`config.mk`:
```
export PLATFORM = sky130hd
export DESIGN_NAME = pipelined_instruction_decode
export DESIGN_NICKNAME = d
export VERILOG_FILES = /design/src/rtl/pipelined_instruction_decode.sv
export SDC_FILE = /design/constraint.sdc
export NUM_CORES = 1
export LEC_CHECK = 0
export CAP_MARGIN = 5
export CELL_PAD_IN_SITES_DETAIL_PLACEMENT = 1
export CELL_PAD_IN_SITES_GLOBAL_PLACEMENT = 1
export CORE_MARGIN = 2
export CORE_UTILIZATION = 29
export DETAILED_ROUTE_END_ITERATION = 12
export PLACE_DENSITY_LB_ADDON = 0.12
export SYNTH_ARGS = -nofsm -noshare
export SYNTH_HDL_FRONTEND = slang
export SYNTH_SLANG_ARGS = --single-unit
```
`constraint.sdc`:
```
create_clock -name clk -period 8.4 [get_ports clk]
set_clock_uncertainty 0.15 [all_clocks]
set_input_delay 1.26 -clock clk [delete_from_list [all_inputs] [get_ports clk]]
set_output_delay 1.26 -clock clk [all_outputs]
set_load 0.02 [all_outputs]
```
`src/rtl/pipelined_instruction_decode.sv`:
```
// RV32I decode stage: turns fetch words into decoded bundles held in a
// small in-order queue, with flush and illegal-instruction accounting.
module pipelined_instruction_decode #(
    parameter int         XLEN         = 32,
    parameter int         DEPTH        = 2,
    parameter logic [6:0] DEBUG_OPCODE = 7'b0001011,
    parameter int         COUNT_WIDTH  = 16
) (
    input  logic                   clk,
    input  logic                   reset,
    input  logic                   flush,
    input  logic                   in_valid,
    output logic                   in_ready,
    input  logic [31:0]            in_instruction,
    input  logic [XLEN-1:0]        in_pc,
    output logic                   out_valid,
    input  logic                   out_ready,
    output logic [XLEN-1:0]        out_pc,
    output logic [10:0]            out_opcode_selection,
    output logic [4:0]             out_source_reg_1,
    output logic [4:0]             out_source_reg_2,
    output logic [4:0]             out_destination_reg,
    output logic [2:0]             out_subfunction_3,
    output logic [6:0]             out_subfunction_7,
    output logic [XLEN-1:0]        out_immediate,
    output logic                   out_illegal,
    output logic [COUNT_WIDTH-1:0] illegal_count
);

    localparam int PW = (DEPTH > 1) ? $clog2(DEPTH) : 1;
    localparam int CW = $clog2(DEPTH + 1);
    localparam logic [PW-1:0] LAST = PW'(DEPTH - 1);
    localparam logic [CW-1:0] FULL = CW'(DEPTH);

    typedef struct packed {
        logic [XLEN-1:0] pc;
        logic [10:0]     sel;
        logic [4:0]      rs1;
        logic [4:0]      rs2;
        logic [4:0]      rd;
        logic [2:0]      f3;
        logic [6:0]      f7;
        logic [XLEN-1:0] imm;
        logic            illegal;
    } bundle_t;

    logic [31:0] instr;
    logic [10:0] sel;
    logic [31:0] imm32;
    bundle_t     dec;

    assign instr = in_instruction;

    // Class and immediate come from the opcode alone; anything
    // unmatched leaves sel and imm32 at zero and is flagged illegal.
    always_comb begin
        sel   = '0;
        imm32 = '0;
        if (instr[1:0] == 2'b11) begin
            case (instr[6:0])
                7'b0110111: begin
                    sel[0] = 1'b1;
                    imm32  = {instr[31:12], 12'b0};
                end
                7'b0010111: begin
                    sel[1] = 1'b1;
                    imm32  = {instr[31:12], 12'b0};
                end
                7'b1101111: begin
                    sel[2] = 1'b1;
                    imm32  = {{12{instr[31]}}, instr[19:12],
                              instr[20], instr[30:21], 1'b0};
                end
                7'b1100111: begin
                    sel[3] = 1'b1;
                    imm32  = {{20{instr[31]}}, instr[31:20]};
                end
                7'b1100011: begin
                    sel[4] = 1'b1;
                    imm32  = {{20{instr[31]}}, instr[7],
                              instr[30:25], instr[11:8], 1'b0};
                end
                7'b0000011: begin
                    sel[5] = 1'b1;
                    imm32  = {{20{instr[31]}}, instr[31:20]};
                end
                7'b0100011: begin
                    sel[6] = 1'b1;
                    imm32  = {{20{instr[31]}}, instr[31:25],
                              instr[11:7]};
                end
                7'b0010011: begin
                    sel[7] = 1'b1;
                    imm32  = {{20{instr[31]}}, instr[31:20]};
                end
                7'b0110011: begin
                    sel[8] = 1'b1;
                end
                7'b0001111: begin
                    sel[9] = 1'b1;
                    imm32  = {{20{instr[31]}}, instr[31:20]};
                end
                DEBUG_OPCODE: begin
                    sel[10] = 1'b1;
                    imm32   = {{20{instr[31]}}, instr[31:20]};
                end
                default: ;
            endcase
        end
    end

    always_comb begin
        dec         = '0;
        dec.pc      = in_pc;
        dec.sel     = sel;
        dec.rs1     = instr[19:15];
        dec.rs2     = instr[24:20];
        dec.rd      = instr[11:7];
        dec.f3      = instr[14:12];
        dec.f7      = instr[31:25];
        dec.imm     = XLEN'($signed(imm32));
        dec.illegal = (sel == 11'd0);
    end

    logic [CW-1:0] count;
    logic [PW-1:0] wr_ptr;
    logic [PW-1:0] rd_ptr;
    bundle_t       mem [DEPTH];
    bundle_t       head;
    logic          push;
    logic          pop;

    function automatic logic [PW-1:0] bump(input logic [PW-1:0] p);
        return (p == LAST) ? '0 : p + 1'b1;
    endfunction

    assign in_ready  = (count != FULL);
    assign out_valid = (count != '0);
    assign push      = in_valid && in_ready && !flush;
    assign pop       = out_valid && out_ready && !flush;

    always_ff @(posedge clk) begin
        if (reset) begin
            count  <= '0;
            wr_ptr <= '0;
            rd_ptr <= '0;
        end else if (flush) begin
            count  <= '0;
            wr_ptr <= '0;
            rd_ptr <= '0;
        end else begin
            if (push) begin
                wr_ptr <= bump(wr_ptr);
            end
            if (pop) begin
                rd_ptr <= bump(rd_ptr);
            end
            if (push && !pop) begin
                count <= count + 1'b1;
            end else if (pop && !push) begin
                count <= count - 1'b1;
            end
        end
    end

    always_ff @(posedge clk) begin
        if (push) begin
            mem[wr_ptr] <= dec;
        end
    end

    // Survives flush on purpose: it counts accepted illegal words.
    always_ff @(posedge clk) begin
        if (reset) begin
            illegal_count <= '0;
        end else if (push && dec.illegal && !(&illegal_count)) begin
            illegal_count <= illegal_count + 1'b1;
        end
    end

    assign head = out_valid ? mem[rd_ptr] : '0;

    assign out_pc               = head.pc;
    assign out_opcode_selection = head.sel;
    assign out_source_reg_1     = head.rs1;
    assign out_source_reg_2     = head.rs2;
    assign out_destination_reg  = head.rd;
    assign out_subfunction_3    = head.f3;
    assign out_subfunction_7    = head.f7;
    assign out_immediate        = head.imm;
    assign out_illegal          = head.illegal;

endmodule

```
Yosys cells after proc, flatten, opt, wreduce, memory -nomap -nowiden --
Memories as Yosys holds them, arrays and structs flattened. A register that Yosys moved wholly into a read port is not among the register bits. Index checks and enable logic that the tools add are counted.
Word-level totals: register bits after elaboration 20, memory bits (writable) 202, input bits 69, output and inout port bits 119, word-level logic and storage cells 65, memories kept 1
Memory list:
- mem | depth 2, bits a word 101, read ports 1, clocked after Yosys merged registers in 1, wr ports 1, RTL line 128 | bundle_t mem [DEPTH];
Operators by class: add/subtract/negate cells 5, equality and inequality tests 13, muxes and demuxes 23, reduce and logical (&&, ||, !) cells 19
Operators by type and width (count):
- one-hot mux 32 bit (5 select lines) | 1
- two-way mux 101 bit | 1
- two-way mux 32 bit | 1
- equality test 7 x 6 -> 1 bit (second input constant) | 3
- equality test 7 bit (second input constant) | 3
- two-way mux 1 bit | 17
- adder 16 x 1 -> 16 bit (second input constant) | 1
- AND reduction 16 bit | 1
- equality test 7 x 4 -> 1 bit (second input constant) | 2
- equality test 7 x 5 -> 1 bit (second input constant) | 2
- logical NOT 11 bit | 1
- two-way mux 11 bit | 1
- logical AND 1 bit | 8
- equality test 7 x 2 -> 1 bit (second input constant) | 1
- OR reduction 5 bit | 1
- logical NOT 1 bit | 4
- two-way mux 2 bit | 2
- nonzero test 2 bit | 2
- OR reduction 2 bit | 2
- adder 1 bit (second input constant) | 2
- adder 2 x 1 -> 2 bit (second input constant) | 1
- equality test 2 bit (second input constant) | 1
- != test 2 bit (second input constant) | 1
- subtractor 2 x 1 -> 2 bit (second input constant) | 1

Logic depth before layout (Yosys ltp) --
word-level depth 7, depth in mapped cells 9, depth with buffers taken out 9

Worst setup path after synthesis --
OpenSTA, ideal clock, no wires.
path kind input port to flip-flop, from in flush, to mem mem[0][0] (netlist name), enable pin, setup time 0.562 ns, data arrival time 5.657 ns, data required time 7.688 ns, setup slack 2.031 ns, stages 2, path buffers 0, cells stage by stage nand3b_1 -> nor2_1
On the way: longest elaborated chain between the ends 4
Ends and longest elaborated chain:
- start, declared | RTL line 11 | input logic flush,
- logical NOT 1 bit | RTL line 139 | assign push = in_valid && in_ready && !flush;
- logical AND 1 bit | RTL line 139
- two-way mux 1 bit | RTL line 167 | if (push) begin
- two-way mux 1 bit (implied by the code) | RTL line 168 | mem[wr_ptr] <= dec;
- end, declared | RTL line 128
Every way passes these cells.

==> results.yml <==
clock_network:
  clk_pin_slew_ns: 0.06
  clock_latency_ns: 0.53
  cts_buffer_depth: 3
  cts-buffers-inserted: 26
  ctsHoldBuffers: 0
  cts_tree: "done"
  htree_num_levels: 1
  clock-sinks: 223
  root_buffer: "clkbuf_16"
  cts_resized: 0
  post_cts_buffers: 0
synth:
  syn-cell-area_um2: 9100
  yosys_warnings: 0
  yosysSeqAreaShare: 0.712
  yosysUniqueCellTypes: 42
  synth_nets: 700
  async_flop_share: 0
  synth_edf_count: 202
  synth_compound_area_frac: 0.0451
  yosys.area_share.xor_xnor: 0.00577
  muxShareOfSynthArea: 0.113
  avgSynthCellArea_um2: 14.5
  synth_simple_gate_area_frac: 0.0990
  synth_seq_cells: 223
  synth_fa_ha_area_frac: 0.00275
  synth_top_family_by_area: "multiplexers"
  postSynthCellCount: 629
  synth_ff_type: "edfxtp_1"
grt:
  grt_pass1_wl_um: 35900
  grt.total_usage: 0.140
  overflow: 0
  grt_max_degree: 77
  antenna_found_initial: 1
  grt_pass1_vias: 6241
power_and_ir_drop:
  pwr-share-comb: 0.084
  switchingPower_uw: 564
  power.clock.fraction: 0.424
  power.internal_mw: 1.98
  power_leakage_nw: 3.89
  power.density_nw_per_um2: 209
  p_seq_frac: 0.492
  ir_drop_mv: 0.128
  swShare: 0.222
timing:
  tns_ns: 0
  slew_viol_final: 0
  setup_ws_ns: 3.47
  max_freq_mhz: 203
  worst_pin_slew_ns: 1.03
  post-route-period-util: 0.587
  finalCriticalPeriod_ns: 4.93
  setup_violations: 0
  maxSlewHeadroom: 0.311
  finalHoldViolations: 0
  rsz0062_at_grt: "false"
routing:
  drc: 0
  wl_per_cell_um: 18.9
  wirelength_um: 23300
  ant_nets: 0
  drtPass1Iterations: 5
  first_iter_violations: 205
  via_per_inst: 4.71
  vias: 5797
critical_path:
  worst_ep_arrival_time_ns: 3.52
  crit_path_end_kind: "output port"
  worstPathRequired_ns: 6.99
  critPathMaxFanout: 51
  critical_path_class: "flop to output port"
  worst_setup_path_start_kind: "flop"
placed_design:
  io_buffers: 187
  hpwl_um: 15000
  dp_slack_ns: 3.91
  placedCellCount: 1184
  gp_congestion: 0.766
cells_and_area:
  nFillCells: 3197
  final_cell_mix: "202 x edfxtp_1, 187 x clkdlybuf4s50_1, 115 x nor2_1"
  area_growth_pct: 33.8
  final_cells: 1231
  drive_gt1_frac: 0.0635
  finalNetCount: 887
  n_antenna_cell: 0
  layout_commonest_cell: "edfxtp_1"
min_path:
  holdCritPathClass: "flop to flop"
run_status:
  status: "complete, no violations"
run:
  max_cap_violations: 0
floorplanning:
  die_height_um: 181
  core_um2: 30700
  ios: 188
  dieArea_um2: 32800
  start_util: 0.296
  rows: 64
  die_w_um: 181
[layer usage]
layer | share of wire | wire (um) | vias to the layer above | global-route usage
met5 | 0 | 0 | - | 0
met4 | 0.019 | 452 | 0 | 0.0319
met3 | 0.053 | 1240 | 32 | 0.0278
met2 | 0.49 | 11400 | 162 | 0.247
met1 | 0.44 | 10200 | 2885 | 0.176
li1 | - | - | 2718 | -
[sequential cells by signal, indices dropped and copies added (netlist names), named ones only]
name and count:
rd_ptr 1, illegal_count 16, count 2, wr_ptr 1
mem 202
[final cells by class]
cell class                      count  area (um^2)  share of cell area
Tap cell                          396          495              0.0407
Inverter                            6         22.5             0.00185
Sequential cell                   223         6490               0.533
Timing Repair Buffer              192         1910               0.157
Clock inverter                     16          128              0.0105
Multi-Input combinational cell    367         2440               0.201
Clock buffer                       31          691              0.0567
[cell usage after synthesis (2+ instances only)]
cell type	n	share of area
and2_1	8	0.0055
o21a_1	2	0.0016
nand3_1	9	0.0049
or3_1	9	0.0062
o31ai_1	5	0.0041
edfxtp_1	202	0.67
nand3b_1	2	0.0016
o21ai_0	12	0.0066
nand2_1	7	0.0029
inv_1	6	0.0025
mux2i_1	102	0.11
clkbuf_8	2	0.0030
dfxtp_1	21	0.046
nor3_1	14	0.0077
nor2_1	117	0.048
nor4_1	5	0.0034
or4_1	4	0.0033
a21o_1	19	0.016
xor2_1	4	0.0038
a22o_1	5	0.0048
a21oi_1	17	0.0093
xnor2_1	2	0.0019
clkbuf_1	26	0.011
buf_6	3	0.0037
nand4_1	5	0.0034
and2b_2	2	0.0019
ha_1	2	0.0027
or2_2	2	0.0014
nand2b_1	2	0.0014
[worst paths after layout]
kind	to	cells after the start	slack, ns	from
max reg2reg	mem[1][95]$_DFFE_PP_	5	5.47	count[0]$_SDFFE_PP0P_
min reg2reg	illegal_count[7]$_SDFFE_PP0P_	2	0.37	illegal_count[7]$_SDFFE_PP0P_
min	illegal_count[7]$_SDFFE_PP0P_	2	0.37	illegal_count[7]$_SDFFE_PP0P_
max	out_immediate[20]	4	3.47	flop
[stage by stage]
step | hold WS (ns) | utilization | total power, mW | instance area (um^2)
final | 0.370 | 0.396 | 2.54 | 12200
after global routing | 0.391 | 0.396 | 2.64 | 12200
after CTS | 0.376 | 0.396 | 2.58 | 12200
after detailed placement | 0.366 | 0.369 | 1.49 | 11400
after global placement | 0.330 | 0.369 | 1.49 | 11400
after floorplan | 0.370 | - | 1.38 | 9100
[kinds of logic (layout without fill, tap and decap cells)]
logic type / count (synthesis) / count (layout)
buf+inv: 39 / 245
flops: 223 / 223
compound gates: 63 / 63
mux: 103 / 103
simple gates: 193 / 193
fa+ha+maj: 2 / 2
xor+xnor: 6 / 6
[power groups by stage]
stage / Sequential, mW / Clock (mW) / Combinational (mW)
after floorplan: 1.27 / 0 / 0.105
after global placement: 1.27 / 0 / 0.215
after detailed placement: 1.27 / 0 / 0.218
after CTS: 1.25 / 1.11 / 0.219
after global routing: 1.25 / 1.15 / 0.232
final: 1.25 / 1.08 / 0.214
[worst max-delay path, cell delays in order, from the launching register on]
cell and delay (ns):
dfxtp_4 0.95, buf_4 0.82, mux2i_1 0.23, nor2_1 0.22
clkdlybuf4s50_1 0.65
Note: power is estimated with default switching activity, not from simulation.
